File: src/rtl/icache_refill_ctrl.sv
// -----------------------------------------------------------------------------
// icache_refill_ctrl
//
// I-cache miss/refill sequencer. Accepts one miss at a time from the fetch-side
// lookup stage, issues a line-aligned read to the memory port, collects
// LINE/MEM_DW response beats into a line buffer and writes the assembled line
// into a round-robin victim way of the tag/data arrays.
//
// Ports
//   clk_i, rst_ni      clock, synchronous active-low reset
//   flush_i            cancels the in-flight refill (fence.i / redirect)
//   miss_valid_i/_ready_o, miss_paddr_i   miss handshake and physical address
//   mem_req_valid_o/_ready_i, mem_req_addr_o   line-aligned read request
//   mem_rsp_valid_i, mem_rsp_data_i       response beats, beat 0 = lowest addr
//   refill_we_o        one-cycle array write strobe
//   refill_way_o/_index_o/_tag_o/_line_o  array write target and data
//   busy_o             controller is not idle
//
// Build option
//   ICACHE_REFILL_PERF_EN  adds perf_miss_cnt_o (committed refills) and
//                          perf_stall_cnt_o (cycles busy), both 32-bit wrapping.
//
// States
//   state   | meaning
//   IDLE    | ready for a miss
//   REQ     | read request presented, waiting for mem_req_ready_i
//   FILL    | collecting response beats into the line buffer
//   WRITE   | single-cycle write of the line into the victim way
// -----------------------------------------------------------------------------
module icache_refill_ctrl #(
    parameter int PLEN               = 32,
    parameter int ICACHE_SET_ASSOC   = 4,
    parameter int ICACHE_INDEX_WIDTH = 6,
    parameter int ICACHE_LINE_WIDTH  = 512,
    parameter int MEM_DW             = 64,
    localparam int OFF_W   = $clog2(ICACHE_LINE_WIDTH / 8),
    localparam int INDEX_W = ICACHE_INDEX_WIDTH,
    localparam int TAG_W   = PLEN - INDEX_W - OFF_W,
    localparam int WAY_W   = $clog2(ICACHE_SET_ASSOC),
    localparam int LINE    = ICACHE_LINE_WIDTH
) (
    input  logic               clk_i,
    input  logic               rst_ni,
    input  logic               flush_i,
    input  logic               miss_valid_i,
    output logic               miss_ready_o,
    input  logic [PLEN-1:0]    miss_paddr_i,
    output logic               mem_req_valid_o,
    input  logic               mem_req_ready_i,
    output logic [PLEN-1:0]    mem_req_addr_o,
    input  logic               mem_rsp_valid_i,
    input  logic [MEM_DW-1:0]  mem_rsp_data_i,
    output logic               refill_we_o,
    output logic [WAY_W-1:0]   refill_way_o,
    output logic [INDEX_W-1:0] refill_index_o,
    output logic [TAG_W-1:0]   refill_tag_o,
    output logic [LINE-1:0]    refill_line_o,
`ifdef ICACHE_REFILL_PERF_EN
    output logic [31:0]        perf_miss_cnt_o,
    output logic [31:0]        perf_stall_cnt_o,
`endif
    output logic               busy_o
);

    localparam int BEATS = LINE / MEM_DW;
    localparam int CNT_W = $clog2(BEATS) + 1;

    localparam logic [1:0] S_IDLE  = 2'd0;
    localparam logic [1:0] S_REQ   = 2'd1;
    localparam logic [1:0] S_FILL  = 2'd2;
    localparam logic [1:0] S_WRITE = 2'd3;

    // Clears the byte-offset bits so the request is always line aligned.
    localparam logic [PLEN-1:0] ALIGN_MASK = {{(PLEN-OFF_W){1'b1}}, {OFF_W{1'b0}}};

    logic [1:0]       state;
    logic [CNT_W-1:0] beat_cnt;
    logic [WAY_W-1:0] victim_ptr;
    logic             kill;
    logic [PLEN-1:0]  paddr_q;
    logic [LINE-1:0]  line_q;
    logic             last_beat;

    assign last_beat = (beat_cnt == CNT_W'(BEATS - 1));

    always_ff @(posedge clk_i) begin
        if (!rst_ni) begin
            state      <= S_IDLE;
            beat_cnt   <= '0;
            victim_ptr <= '0;
            kill       <= 1'b0;
            paddr_q    <= '0;
            line_q     <= '0;
        end else begin
            case (state)
                S_IDLE: begin
                    // flush_i is deliberately ignored here: a miss arriving
                    // with the flush belongs to the redirected stream.
                    if (miss_valid_i) begin
                        paddr_q <= miss_paddr_i;
                        kill    <= 1'b0;
                        state   <= S_REQ;
                    end
                end
                S_REQ: begin
                    // Once the request is accepted the beats will arrive
                    // regardless, so a flush can only mark the refill dead.
                    if (mem_req_ready_i) begin
                        beat_cnt <= '0;
                        kill     <= flush_i;
                        state    <= S_FILL;
                    end else if (flush_i) begin
                        state <= S_IDLE;
                    end
                end
                S_FILL: begin
                    if (flush_i) begin
                        kill <= 1'b1;
                    end
                    if (mem_rsp_valid_i) begin
                        for (int k = 0; k < BEATS; k++) begin
                            if (beat_cnt == CNT_W'(k)) begin
                                line_q[k*MEM_DW +: MEM_DW] <= mem_rsp_data_i;
                            end
                        end
                        beat_cnt <= beat_cnt + 1'b1;
                        if (last_beat) begin
                            state <= (kill || flush_i) ? S_IDLE : S_WRITE;
                        end
                    end
                end
                S_WRITE: begin
                    // The line is complete, so a flush here still commits.
                    victim_ptr <= victim_ptr + 1'b1;
                    state      <= S_IDLE;
                end
                default: state <= S_IDLE;
            endcase
        end
    end

    assign miss_ready_o    = (state == S_IDLE);
    assign busy_o          = (state != S_IDLE);
    assign mem_req_valid_o = (state == S_REQ);
    assign mem_req_addr_o  = paddr_q & ALIGN_MASK;
    assign refill_we_o     = (state == S_WRITE);
    assign refill_way_o    = victim_ptr;
    assign refill_index_o  = paddr_q[OFF_W +: INDEX_W];
    assign refill_tag_o    = paddr_q[PLEN-1 -: TAG_W];
    assign refill_line_o   = line_q;

`ifdef ICACHE_REFILL_PERF_EN
    always_ff @(posedge clk_i) begin
        if (!rst_ni) begin
            perf_miss_cnt_o  <= '0;
            perf_stall_cnt_o <= '0;
        end else begin
            if (state == S_WRITE) begin
                perf_miss_cnt_o <= perf_miss_cnt_o + 32'd1;
            end
            if (state != S_IDLE) begin
                perf_stall_cnt_o <= perf_stall_cnt_o + 32'd1;
            end
        end
    end
`endif

endmodule

File: config.mk
export PLATFORM = sky130hd
export DESIGN_NAME = icache_refill_ctrl
export DESIGN_NICKNAME = d
export VERILOG_FILES = /design/src/rtl/icache_refill_ctrl.sv
export SDC_FILE = /design/constraint.sdc
export NUM_CORES = 1
export LEC_CHECK = 0
export BUFFER_PORTS_ARGS = -buffer_cell sky130_fd_sc_hd__buf_4
export CAP_MARGIN = 15
export CORE_AREA = 5 5 260 262
export DETAILED_ROUTE_END_ITERATION = 16
export DIE_AREA = 0 0 265 267
export GPL_ROUTABILITY_DRIVEN = 0
export GPL_TIMING_DRIVEN = 0
export SYNTH_ARGS = -nofsm -noshare
export SYNTH_HDL_FRONTEND = slang
export SYNTH_SLANG_ARGS = --single-unit
File: constraint.sdc
create_clock -name clk_i -period 2.3 [get_ports clk_i]
set_clock_uncertainty 0.1 [all_clocks]
set_input_delay 0.23 -clock clk_i [delete_from_list [all_inputs] [get_ports clk_i]]
set_output_delay 0.23 -clock clk_i [all_outputs]
set_load 0.05 [all_outputs]
==> flow_metrics.py, run 1 <==
metrics = {
    "route": {
        "met1_length_um": 44100,
        "vias": 23418,
        "viasPerCell": 5.48,
        "drc": 0,
        "met2_length_um": 50600,
        "ant_nets": 0,
        "top_layer": "met5",
        "dr.first_iter.drc_count": 2003,
        "wire_per_inst_um": 25.6,
        "dr_wl_met3_um": 9530,
        "drt-total-wl_um": 109000,
        "first_pass_iters": 6,
    },
    "synth": {
        "syn_area_sq_mm": 0.0226,
        "seq_area_frac_synth": 0.485,
        "synth_warnings": 0,
        "synth.area.top_cells": "dfxtp_1, a21boi_0, nand3_1",
        "synthCells": 2625,
        "avgSynthCellArea_sq_um": 8.60,
        "synth_edf_count": 0,
        "synth_cell_types": 37,
        "ys.flop_type": "dfxtp_1",
        "yosys.area.top_type": "dfxtp_1",
        "synth_top_area_share": 0.485,
        "async_flop_share": 0,
        "synth.ff_latch_count": 547,
    },
    "finish": {
        "layout-drive-gt1-share": 0.264,
        "nNetsFinal": 3470,
        "final_cell_mix": "buf_4, dfxtp_1, nand3_1",
        "layout_commonest_cell": "buf_4",
        "final_cells": 4273,
        "area_growth_pct": 37.7,
    },
    "sta": {
        "hold_violations": 0,
        "max_slew_margin": 0.289,
        "setup_viol": 0,
        "period_minus_slack_ns": 2.17,
        "fin_ws_ns": 0.134,
        "tightestPinTransition_ns": 1.07,
        "fin_crit_sh": 0.942,
        "drv_slew": 0,
        "fin_setup_tns_ns": 0,
        "timing.fmax_mhz": 462,
        "whs_ns": 0.00164,
        "rsz0062_at_grt": "no",
    },
    "worst_setup_path": {
        "cp-start-kind": "flop",
        "crit_buf_inv": 2,
        "critPathRequiredTime_ns": 2.76,
        "cp_slowest_cell": "buf_2",
        "end_kind": "flop",
        "critical_path_class": "flop to flop",
        "arrival_ns": 2.62,
        "slowest_delay_ns": 0.54,
        "crit_chain": "nand2b_1, buf_2, clkbuf_1, o21ai_0, a21boi_1",
        "cpLargestDelayFamily": "buffers and inverters",
        "critPathMaxFanout": 10,
    },
    "grt": {
        "grt_max_degree": 15,
        "antenna_found_initial": 11,
        "track_usage": 0.289,
        "gr-total-overflow": 0,
        "grt_pass1_wl_um": 154000,
        "grt_pass1_vias": 22054,
    },
    "placed_design": {
        "io_buffers": 599,
        "dpl.hpwl_um": 78600,
        "dp_cells": 4096,
        "post-place-ws_ns": -0.301,
    },
    "run": {
        "cap_viol_max_count": 0,
    },
    "power": {
        "power.total_mw": 21.5,
        "p_per_area_mw_per_mm2": 692,
        "ir_drop_uv": 555,
        "p_leak_nw": 12.0,
    },
    "clock_network": {
        "postCtsSetupBuffers": 0,
        "cts_root_buf": "clkbuf_16",
        "cts.sinks": 547,
        "cts_tree": "built",
        "clk_pin_slew_worst_paths_ns": 0.06,
        "numCtsBuffers": 60,
        "clockBufferDepth": 3,
        "cts_max_level": 2,
        "clkLatencyLatePin_ns": 0.63,
    },
    "die": {
        "dieHeight_um": 267,
        "dieArea_sq_mm": 0.0708,
        "core-area_sq_mm": 0.0652,
        "die_w_um": 265,
        "io_pins": 678,
        "num_rows": 94,
        "start_util": 0.346,
    },
    "min_path": {
        "hold_path_class": "input port to flop",
    },
    "run_status": {
        "status": "finished clean",
    },
}
## tightest hold or removal path, cell delays in order
cell and delay [ns]:
buf_4 0.09, nand2_1 0.18, nand2_1 0.11, a21boi_0 0.06
## logic make-up after synthesis
group / Yosys count / synth area share
AO/OA/AOI/OAI: 1063 / 0.297
XOR/XNOR: 2 / 0.000776
adder cells (fa/ha/maj): 10 / 0.00554
buffers and inverters: 396 / 0.0773
flip-flops: 547 / 0.485
multiplexers: 4 / 0.00177
other: 1 / 0.000166
AND/OR/NAND/NOR: 602 / 0.132
## worst paths after layout
| kind | start | endpoint | slack (ns) | cells past startpoint |
|---|---|---|---|---|
| hold / removal | miss_valid_i | paddr_q[7] | 0.002 | 4 |
| hold reg to reg | refill_line_o[62] | refill_line_o[62] | 0.37 | 2 |
| setup / recovery | beat_cnt[3] | refill_line_o[342] | 0.13 | 5 |
| setup reg to reg | beat_cnt[3] | refill_line_o[342] | 0.13 | 5 |
## stage by stage
stage          utilization  area [sq um]
3_3_place_gp         0.432         28200
6_report             0.477         31100
2_1_floorplan            -         22600
5_1_grt              0.477         31100
3_5_place_dp         0.433         28200
4_1_cts              0.475         30900
## cells in the mapped netlist, types with 2 or more instances
cell type / instances
dfxtp_1: 547
clkbuf_1: 267
nand3_1: 518
buf_4: 41
buf_2: 76
and3_1: 4
nor2b_1: 5
ha_1: 10
o21ai_0: 515
and2_1: 5
nor3b_1: 3
buf_1: 3
a21boi_0: 359
inv_1: 6
nor2_1: 2
nand2_1: 58
clkbuf_2: 2
mux2i_1: 4
a21boi_1: 181
nand4b_1: 2
## routing by layer
layer,global-route usage,vias up
met1,0.365,11391
li1,-,10705
met5,0,-
met4,0.115,2
met2,0.475,1082
met3,0.0761,238
## power breakdown
| part | internal [mW] | total [mW] | switching (mW) |
|---|---|---|---|
| combinational | 0.574 | 1.74 | 1.16 |
| clock | 6.01 | 10.2 | 4.16 |
| sequential | 9.54 | 9.59 | 0.0541 |
| total | 16.1 | 21.5 | 5.38 |
## sequential cells by signal, indices dropped and copies added, names as in the netlist
signal         flops
refill_line_o    512
paddr_q           26
beat_cnt           4
refill_way_o       2
state              2
kill               1
## cell type report
type	instances	area (sq um)
Clock inverter	21	270
Clock buffer	90	1790
Timing Repair Buffer	666	5190
Tap cell	864	1080
Sequential cell	547	11000
Multi-Input combinational cell	1687	9890
Buffer	390	1860
Inverter	6	22.5
Antenna cell	2	5.00
Fill cell	6514	34100
## timing repair
| action | CTS | global route |
|---|---|---|
| endpoints found under the setup margin | 271 | 479 |
| endpoints found under the hold margin | 227 | 0 |
| resized for setup | 22 | 136 |
| hold buffers | 64 | 0 |
No activity file was read; power rests on OpenSTA's default activity.
==> run 2, diff against run 1 <==
--- a/config.mk
+++ b/config.mk
@@ -7,7 +7,7 @@
 export LEC_CHECK = 0
 export BUFFER_PORTS_ARGS = -buffer_cell sky130_fd_sc_hd__buf_4
 export CAP_MARGIN = 15
-export CORE_AREA = 5 5 260 262
+export CORE_AREA = 2 2 263 265
 export DETAILED_ROUTE_END_ITERATION = 16
 export DIE_AREA = 0 0 265 267
 export GPL_ROUTABILITY_DRIVEN = 0
==> constraint.sdc (replaced) <==
create_clock -name clk_i -period 2.3 [get_ports clk_i]
set_clock_uncertainty 0.1 [all_clocks]
set_input_delay 0 -clock clk_i [delete_from_list [all_inputs] [get_ports clk_i]]
set_output_delay 0 -clock clk_i [all_outputs]
set_load 0.05 [all_outputs]
==> run 2 against run 1 <==
Net effect:
- non-clock buffer count increased by 29
- global-route usage rose by 0.071 points
- fmax down 3.3%
- flip-flop and latch count unchanged
- sequential power hardly changed
- setup slack got worse by 0.074 ns
- routed wire length fell by 0.55%
- final cell count increased by 1.1%
- largest cell class unchanged
==> flow_metrics.py, run 2 (synthesis results as in run 1) <==
metrics = {
    "placed_design": {
        "io_buffers": 599,
        "dpl.hpwl_um": 77500,
        "placed_area_sq_mm": 0.0282,
        "dp_cells": 4112,
    },
    "worst_setup_path": {
        "crit_top_cell": "clkbuf_1",
        "end_kind": "flop",
        "cp-start-kind": "input port",
        "critical_path_class": "input port to flop",
        "crit_chain": "dlygate4sd3_1, buf_2, clkbuf_1, clkbuf_1, a21boi_0",
        "critPathRequiredTime_ns": 2.74,
        "cp_slowest_cell": "clkbuf_1",
        "cp-startpoint": "rst_ni",
        "critPathMaxFanout": 10,
        "slowest_delay_ns": 0.87,
        "arrival_ns": 2.68,
        "r2r-start": "beat_cnt[3]",
    },
    "clock_network": {
        "clockBufferDepth": 3,
        "cts_tree": "built",
        "cts_max_level": 2,
        "cts_root_buf": "clkbuf_16",
        "numCtsBuffers": 61,
        "clkLatencyLatePin_ns": 0.63,
        "cts.sinks": 547,
        "clk_pin_slew_worst_paths_ns": 0.06,
        "postCtsSetupBuffers": 0,
    },
    "finish": {
        "final_cell_mix": "buf_4, dfxtp_1, nand3_1",
        "nNetsFinal": 3500,
        "final_cells": 4322,
        "layout-drive-gt1-share": 0.266,
        "utilization": 0.462,
        "layout_commonest_cell": "buf_4",
        "largest_reg_flops": 512,
        "num-fill-cells": 6799,
        "area_growth_pct": 39.2,
        "stdcell_area_sq_mm": 0.0314,
    },
    "run_status": {
        "status": "finished clean",
    },
    "sta": {
        "whs_ns": 0.0864,
        "tightestPinTransition_ns": 1.12,
        "rsz0062_at_grt": "yes",
        "hold_violations": 0,
        "fin_crit_sh": 0.974,
        "max_slew_margin": 0.253,
        "setup_viol": 0,
        "period_minus_slack_ns": 2.24,
        "drv_slew": 0,
        "timing.fmax_mhz": 446,
    },
    "power": {
        "p_leak_nw": 12.1,
        "ir_drop_uv": 584,
        "p_per_area_mw_per_mm2": 689,
    },
    "route": {
        "drc": 0,
        "ant_nets": 0,
        "top_layer": "met5",
        "wire_per_inst_um": 25.2,
        "dr_wl_met3_um": 8790,
        "first_pass_iters": 5,
        "viasPerCell": 5.53,
        "met2_length_um": 51000,
        "met1_length_um": 44900,
        "vias": 23893,
        "drt-total-wl_um": 109000,
        "dr.first_iter.drc_count": 2254,
    },
    "die": {
        "die_w_um": 265,
        "dieHeight_um": 267,
        "dieArea_sq_mm": 0.0708,
        "start_util": 0.332,
        "io_pins": 678,
        "core-area_sq_mm": 0.0680,
        "num_rows": 96,
    },
    "min_path": {
        "hold_path_class": "input port to flop",
        "min_from": "miss_paddr_i[18]",
    },
    "grt": {
        "antenna_found_initial": 5,
        "grt_max_degree": 16,
        "grt_pass1_vias": 21743,
        "track_usage": 0.290,
        "grt_pass1_wl_um": 153000,
        "gr-total-overflow": 0,
    },
    "run": {
        "cap_viol_max_count": 0,
    },
}
-- run 2: changes by cell type in the layout (fill, tap and decap cells not counted), sizes merged, moves of 2 or more --
cell         change
diode            +2
clkinvlp         -2
bufinv           -2
dlygate4sd3     +31
-- run 2: what timing repair did --
item                                    CTS  global route
endpoints found under the hold margin   545             0
hold buffers                             95             0
endpoints found under the setup margin  407           458
resized for setup                        15           175
-- run 2: critical path, delay by kind of cell --
family / cells / cell delay (ns)
buffers and inverters: 4 / 2.40
AO/OA/AOI/OAI: 1 / 0.26
-- run 2: cell type report --
cell class,instances,area [sq um],area share
Antenna cell,4,10.0,0.000319
Clock inverter,17,199,0.00633
Buffer,390,1880,0.0597
Timing Repair Buffer,695,5460,0.174
Clock buffer,94,1880,0.0600
Sequential cell,547,11000,0.349
Inverter,6,22.5,0.000717
Multi-Input combinational cell,1687,9900,0.315
Tap cell,882,1100,0.0351
-- run 2: through the flow --
step / worst slack (ns) / power [mW] / TNS, ns
after floorplan: 0.308 / 10.8 / 0
after global routing: -0.0383 / 22.2 / -0.0709
after CTS: 0.000464 / 21.7 / 0
final: 0.0596 / 21.6 / 0
after detailed placement: -0.291 / 11.4 / -30.75
after global placement: -0.261 / 11.4 / -25.76
-- run 2: where the power goes --
part	internal [mW]	switching, mW
Sequential	9.53	0.0574
Clock	6.04	4.22
Combinational	0.603	1.18
-- run 2: worst paths after layout --
path                                      endpoint  slack, ns  depth (start not counted)
worst max-delay path             refill_line_o[69]       0.06                          5
worst min-delay path                   paddr_q[18]       0.09                          4
worst max register to register  refill_line_o[323]       0.08                          5
worst min register to register                kill       0.37                          2
-- run 2: per-layer routing --
metal  vias to the layer above  track usage
li1                      10772            -
met1                     11809        0.373
met2                      1108        0.477
met3                       202       0.0642
met4                         2        0.103
met5                         -            0
